### config.mk
export PLATFORM = sky130hd
export DESIGN_NAME = serial_magnitude_comparator
export DESIGN_NICKNAME = d
export VERILOG_FILES = /design/src/rtl/serial_magnitude_comparator.sv
export SDC_FILE = /design/constraint.sdc
export NUM_CORES = 1
export LEC_CHECK = 0
export CORE_MARGIN = 2
export CORE_UTILIZATION = 54
export CTS_CLUSTER_DIAMETER = 40
export DETAILED_ROUTE_END_ITERATION = 12
export GPL_ROUTABILITY_DRIVEN = 0
export PLACE_DENSITY = 0.82
export SYNTH_ARGS = -nofsm -noshare
export SYNTH_HDL_FRONTEND = slang
export SYNTH_SLANG_ARGS = --single-unit
### constraint.sdc
create_clock -name clk -period 6.7 [get_ports clk]
set_clock_uncertainty 0.15 [all_clocks]
set_input_delay 0.67 -clock clk [delete_from_list [all_inputs] [get_ports clk]]
set_output_delay 0.67 -clock clk [all_outputs]
set_load 0.03 [all_outputs]
### src/rtl/serial_magnitude_comparator.sv
// Bit-serial magnitude comparator: walks two latched operands MSB-first, one bit per clock,
// through an eq/gt/lt cascade, with a start/busy/done handshake and optional early exit.
module serial_magnitude_comparator #(
    parameter int unsigned WIDTH      = 8,
    parameter int unsigned EARLY_EXIT = 1
) (
    input  logic             clk,
    input  logic             rst_n,
    input  logic             start,
    input  logic [WIDTH-1:0] a,
    input  logic [WIDTH-1:0] b,
    input  logic             signed_mode,
    output logic             busy,
    output logic             done,
    output logic             eq,
    output logic             gt,
    output logic             lt
);

    localparam int unsigned IDX_W = (WIDTH > 1) ? $clog2(WIDTH) : 1;
    localparam logic [IDX_W-1:0] IDX_MSB = IDX_W'(WIDTH - 1);

    typedef enum logic {
        ST_IDLE,
        ST_COMPARE
    } state_e;

    state_e             state_q, state_d;
    logic [WIDTH-1:0]   a_q, a_d;
    logic [WIDTH-1:0]   b_q, b_d;
    logic               sm_q, sm_d;
    logic [IDX_W-1:0]   idx_q, idx_d;
    logic               ceq_q, ceq_d;
    logic               cgt_q, cgt_d;
    logic               clt_q, clt_d;
    logic               busy_q, busy_d;
    logic               done_q, done_d;
    logic               eq_q, eq_d;
    logic               gt_q, gt_d;
    logic               lt_q, lt_d;

    logic ai_c, bi_c, inv_c, bit_gt_c, bit_lt_c;
    logic ceq_n_c, cgt_n_c, clt_n_c, finish_c;

    // One cascade step on bit idx; the sign bit compares with inverted sense in signed mode.
    always_comb begin
        ai_c     = a_q[idx_q];
        bi_c     = b_q[idx_q];
        inv_c    = sm_q && (idx_q == IDX_MSB);
        bit_gt_c = inv_c ? (!ai_c && bi_c) : (ai_c && !bi_c);
        bit_lt_c = inv_c ? (ai_c && !bi_c) : (!ai_c && bi_c);
        ceq_n_c  = ceq_q;
        cgt_n_c  = cgt_q;
        clt_n_c  = clt_q;
        if (ceq_q) begin
            if (bit_gt_c) begin
                ceq_n_c = 1'b0;
                cgt_n_c = 1'b1;
                clt_n_c = 1'b0;
            end else if (bit_lt_c) begin
                ceq_n_c = 1'b0;
                cgt_n_c = 1'b0;
                clt_n_c = 1'b1;
            end
        end
        finish_c = (idx_q == '0) || ((EARLY_EXIT != 0) && !ceq_n_c);
    end

    // State and datapath registers.
    always_ff @(posedge clk or negedge rst_n) begin
        if (!rst_n) begin
            state_q <= ST_IDLE;
            a_q     <= '0;
            b_q     <= '0;
            sm_q    <= 1'b0;
            idx_q   <= '0;
            ceq_q   <= 1'b0;
            cgt_q   <= 1'b0;
            clt_q   <= 1'b0;
            busy_q  <= 1'b0;
            done_q  <= 1'b0;
            eq_q    <= 1'b0;
            gt_q    <= 1'b0;
            lt_q    <= 1'b0;
        end else begin
            state_q <= state_d;
            a_q     <= a_d;
            b_q     <= b_d;
            sm_q    <= sm_d;
            idx_q   <= idx_d;
            ceq_q   <= ceq_d;
            cgt_q   <= cgt_d;
            clt_q   <= clt_d;
            busy_q  <= busy_d;
            done_q  <= done_d;
            eq_q    <= eq_d;
            gt_q    <= gt_d;
            lt_q    <= lt_d;
        end
    end

    // Next-state and next-output logic.
    always_comb begin
        state_d = state_q;
        a_d     = a_q;
        b_d     = b_q;
        sm_d    = sm_q;
        idx_d   = idx_q;
        ceq_d   = ceq_q;
        cgt_d   = cgt_q;
        clt_d   = clt_q;
        busy_d  = busy_q;
        done_d  = 1'b0;
        eq_d    = eq_q;
        gt_d    = gt_q;
        lt_d    = lt_q;

        case (state_q)
            ST_IDLE: begin
                if (start) begin
                    a_d     = a;
                    b_d     = b;
                    sm_d    = signed_mode;
                    idx_d   = IDX_MSB;
                    ceq_d   = 1'b1;
                    cgt_d   = 1'b0;
                    clt_d   = 1'b0;
                    busy_d  = 1'b1;
                    state_d = ST_COMPARE;
                end
            end
            ST_COMPARE: begin
                ceq_d = ceq_n_c;
                cgt_d = cgt_n_c;
                clt_d = clt_n_c;
                if (finish_c) begin
                    eq_d    = ceq_n_c;
                    gt_d    = cgt_n_c;
                    lt_d    = clt_n_c;
                    done_d  = 1'b1;
                    busy_d  = 1'b0;
                    state_d = ST_IDLE;
                end else begin
                    idx_d = idx_q - IDX_W'(1);
                end
            end
            default: begin
                busy_d  = 1'b0;
                state_d = ST_IDLE;
            end
        endcase
    end

    assign busy = busy_q;
    assign done = done_q;
    assign eq   = eq_q;
    assign gt   = gt_q;
    assign lt   = lt_q;

endmodule

# Word level (Yosys, flattened, before mapping)
# Cells that the tools add are included.
# word_totals
ff_bits,29
output_inout_bits,5
input_bits,20
# classes
n_addsub,1
n_mux,30
order_cmp,1
reduce_logical,12
n_bitwise,1
n_eq_ne,4
# ops
cell,count
two-way mux 1 bit,20
one-hot mux 1 bit (2 select lines),5
AND reduction 2 bit,4
binary-select mux 1 bit (select 3 bit),2
two-way mux 3 bit,2
one-hot mux 3 bit (2 select lines),1
less-than comparator 3 x 4 -> 1 bit (second input constant),1
inequality test 2 bit (second input constant),2
== test 3 bit (second input constant),1
logical AND 1 bit,3
logical NOT 1 bit,3
logical NOT 3 bit,1
subtractor 3 x 1 -> 3 bit (second input constant),1
inequality test 2 x 1 -> 1 bit (second input constant),1
logical OR 1 bit,1
inverter 1 bit,1

# Longest topological paths before layout
# logic_depth
depth_word,12
ltp_mapped,7
ltp_nobuf,6

# Least setup slack after synthesis
# No wires, ideal clock.
# synth_path
path_kind,register to register
start,reg idx_q[0]
end,reg gt_q (netlist: gt)
t_required_ns,6.425
arrival_ns,2.176
setup_time_ns,0.125
setup_slack_ns,4.249
stages_incl_launch_ff,8
cell_sequence,dfrtp_1 > buf_4 > mux4_2 > mux2i_2 > xor2_2 > or2b_1 > o21ai_2 > mux2_4
# synth_between
elab_chain_len,11
word_cells_on_any_way,22
# synth_lines
element,line,text
from (decl),32,"logic [IDX_W-1:0] idx_q, idx_d;"
from (signal assigned),90,idx_q <= idx_d;
"binary-select mux 1 bit (select 3 bit), on equally long branches","47, 48",
"two-way mux 1 bit, on equally long branches","47, 48",
logical NOT 1 bit,"50, 51",
logical AND 1 bit,"50, 51",
two-way mux 1 bit,51,bit_lt_c = inv_c ? (ai_c && !bi_c) : (!ai_c && bi_c);
two-way mux 1 bit,60,end else if (bit_lt_c) begin
two-way mux 1 bit,56,if (bit_gt_c) begin
two-way mux 1 bit,55,if (ceq_q) begin
logical NOT 1 bit,66,finish_c = (idx_q == '0) || ((EARLY_EXIT != 0) && !ceq_n_c);
logical OR 1 bit,66,
AND reduction 2 bit (no source line),-,
to (signal assigned),97,gt_q <= gt_d;
to (decl),39,"logic gt_q, gt_d;"
# Several ways; a longest one is shown, not always the timed one. The select of a mux whose other input is x is not followed.
# A chain may end at the register's enable or synchronous reset.

# Worst setup path in the final report
# layout_path
start,reg idx_q[0]
end,reg lt_q (netlist: lt)
# layout_between
elab_chain_len,11
word_cells_on_any_way,22
# layout_lines
element,line,text
"binary-select mux 1 bit (select 3 bit), on equally long branches","47, 48",
"two-way mux 1 bit, on equally long branches","47, 48",
logical NOT 1 bit,"50, 51",
logical AND 1 bit,"50, 51",
two-way mux 1 bit,51,
two-way mux 1 bit,60,
two-way mux 1 bit,56,
two-way mux 1 bit,55,
logical NOT 1 bit,66,
logical OR 1 bit,66,
AND reduction 2 bit (no source line),-,
to (signal assigned),98,lt_q <= lt_d;
to (decl),40,"logic lt_q, lt_d;"
# Several ways; a longest one is shown, not always the timed one. The select of a mux whose other input is x is not followed.

==> summary.md <==
| Metric | Value |
|---|---|
| Status | finished clean |
| Routed met1 length | roughly 1000 um |
| Fin nets | 147 |
| Die span in y | 54 um |
| RSZ-0062 raised after global routing | no |
| Routed wl met3 | 115 um |
| Final WL | 2260 um |
| Crit Path Class | flop to flop |
| CTS max path bufs | 2 |
| Fraction of layout cells with a size suffix above 1 | 31.2% |
| First drt pass iteration count | 2 |
| Pins Over Slew Limit | 0 |
| Post-CTS Setup Inserts | 0 |
| Final min period | 2660 ps |
| Worst hold margin | roughly 350 ps |
| First-pass GRT wire length | 3840 um |
| Top FF cell, synth | dfrtp_1 |
| Setup violations, final | 0 |
| Worst path bufs/invs | 0 |
| Detailed placement HPWL | 1650 um |
| # hold bufs at CTS | 0 |
| Setup slack, reg-to-reg | 4040 ps |
| Most common cell after layout, fill and taps aside | dfrtp_1 |
| Power Density | 465 mW/mm2 |
| Critical path's largest stage delay | 560 ps |
| DP Area | roughly 0.0016 mm2 |
| Yosys reg bits | 29 |
| Async SR Flop Fraction | 100% |
| First-iteration detailed-routing DRC count | 5 |
| CTS sink count | 29 |
| Final hold vios | 0 |
| Register area share after synthesis | 53.8% |
| Fin area | 0.00169 mm2 |
| WL/cell | ~15 um |
| DRT antenna net count | 0 |
| Ys Warns | 0 |
| Cell count along the critical path | 6 |
| Vias in the first global route | 875 |
| Clk root buf | clkbuf_4 |
| FF-to-FF End | lt |
| Rel. slew slack | 62.9% |
| Starting Density | 55.5% |
| Die W | 54 um |
| Top Ports | 25 |
| Leak | 0.000729 uW |
| Antenna diode count | 0 |
| TritonCTS buffer count | 5 |
| Origin of the worst setup path | idx_q[0] |
| Worst setup EP type | flop |
| CP Data Required Time | 6760 ps |
| H-tree Lvls | 2 |
| Worst hold path type | flop to flop |
| Syn nets | about 120 |
| Total global-route track usage | 19.1% |
| Largest net degree at the start of global routing | 30 |
| Number of flops mapped to enable cells by yosys | 0 |
| Worst Tran Pin Value | 549 ps |
| Row count | 18 |
| Cell-by-cell trace of the critical path | mux4_2, mux2i_2, xor2_2, or2b_1, o21ai_2, mux2_4 |
| Max_cap viols | 0 |
| CP arrival | 2720 ps |
| Setup TNS | 0 ps |
| Met2 WL post-DR | 1150 um |
| Die Footprint | 0.00292 mm2 |
| DRC | 0 |
| CTS tree | yes |
| Mapped cell area | 0.00135 mm2 |
| Area Growth Syn to Fin | 25.1% |
| Syn Inst Count | 96 |
| FF-to-FF path depth | 6 |
| Initial antenna violation count | 0 |
| Critical Path Fanout Max | 8 |
| CP max stage cell | mux4_2 |
| Overflow after GRT | 0 |
| Post-CTS sizing | 0 |
| Final period utilization | between 30% and 40% |
| Most frequent cells in the layout | 29 x dfrtp_1, 24 x clkdlybuf4s50_1, 17 x mux2_2, 6 x a21oi_1, 5 x clkbuf_4 |
| Fill cell count | 191 |
| VDD IR max | 298 uV |
| Kind of cell adding the most delay to the critical path | multiplexers |
| Number of port buffers | 24 |
| Vias per inst | 5.40 |
| Fmax | 376 MHz |
| CP Launch Type | flop |
| Unique masters post-synth | 32 |
| Avg Synthesized Cell Area | 14.1 um2 |
| Crit path capture | lt |
| Total design power | approximately 790 uW |
| Worst-Skew Late Latency | 310 ps |
| Uppermost routed layer | met3 |
| Core area | roughly 0.0024 mm2 |
| Worst-path clk slew | approximately 90 ps |
| RR Startpoint | idx_q[0] |
| Vias | between 800 and 900 |
-- registers in the layout (all words and copies together), names as in the netlist --
name and count:
ceq_q 1, b_q 8, clt_q 1, eq 1
state_q 1, a_q 8, sm_q 1, gt 1
cgt_q 1, lt 1, idx_q 3, done 1
busy 1
-- through the flow --
step | util, % | setup WS [ps] | instances
finish | 69.4 | 4040 | 155
global route | 69.4 | 3840 | 155
CTS | 69.4 | 4010 | 155
detailed placement | 66.6 | 4020 | 147
global placement | 66.6 | 4120 | 147
floorplan | - | 4250 | 96
-- cell type report --
type | instances | area [um2] | area share, %
sequential | 29 | 726 | 43.0
clock inverter | 1 | 5.00 | 0.296
clock buffer | 7 | 65.1 | 3.85
tap | 30 | 37.5 | 2.22
inverter | 3 | 11.3 | 0.667
timing repair buffer | 26 | 255 | 15.1
multi-input combinational | 59 | 589 | 34.9
-- report_power, final --
| group | internal [uW] | switching (uW) |
|---|---|---|
| logic | 199 | 157 |
| clock network | 60.8 | 57.3 |
| registers | 252 | 58.8 |
| total | 512 | 273 |
-- per-layer routing --
layer  global-route usage (%)  up-vias
met5                        0        -
met3                     7.50        0
met2                     31.3       19
li1                         -      401
met4                     5.83        0
met1                     23.2      417
-- cells by family (layout without fill, tap and decap cells) --
| logic type | after synthesis | count (layout) | share of synthesized area (%) |
|---|---|---|---|
| DFF | 29 | 29 | 53.8 |
| buffers and inverters | 8 | 37 | 2.59 |
| and+or+nand+nor | 15 | 15 | 6.86 |
| adders and majority gates | 3 | 3 | 2.78 |
| xor gates and xnor gates | 1 | 1 | 1.21 |
| muxes | 25 | 25 | 25.8 |
| AOI/OAI and AO/OA | 15 | 15 | 7.04 |
-- synth_stat cells (2+ instances only) --
cell type   n  area (um2)
mux4_2      4        90.1
a22o_1      3        26.3
dfrtp_1    29         726
a21oi_1     6        30.0
inv_1       2        7.51
mux2_2     17         191
o21ai_1     2        10.0
nor2b_1     2        12.5
nor3_1      2        10.0
mux2_4      2        30.0
ha_1        3        37.5
buf_1       2        7.51
nor2_1      3        11.3
-- worst reg2reg max path: cells and delay by family, from the launching register on --
kind / cells / cell delay (ps)
AND/OR/NAND/NOR: 1 / 290
multiplexers: 3 / 1150
AO/OA/AOI/OAI: 1 / 270
flip-flops: 1 / 550
XOR/XNOR: 1 / 140
-- worst min-delay path by stage --
stage           start     end  slack [ps]  cells after the start
2_1_floorplan   rst_n  a_q[0]         220                      0
3_3_place_gp     busy    busy         330                      1
3_5_place_dp     busy    busy         330                      1
4_1_cts          busy    busy         360                      1
5_1_grt        a_q[6]  a_q[6]         380                      1
6_report         busy    busy         350                      1
Note: power is estimated with default switching activity, not from simulation.
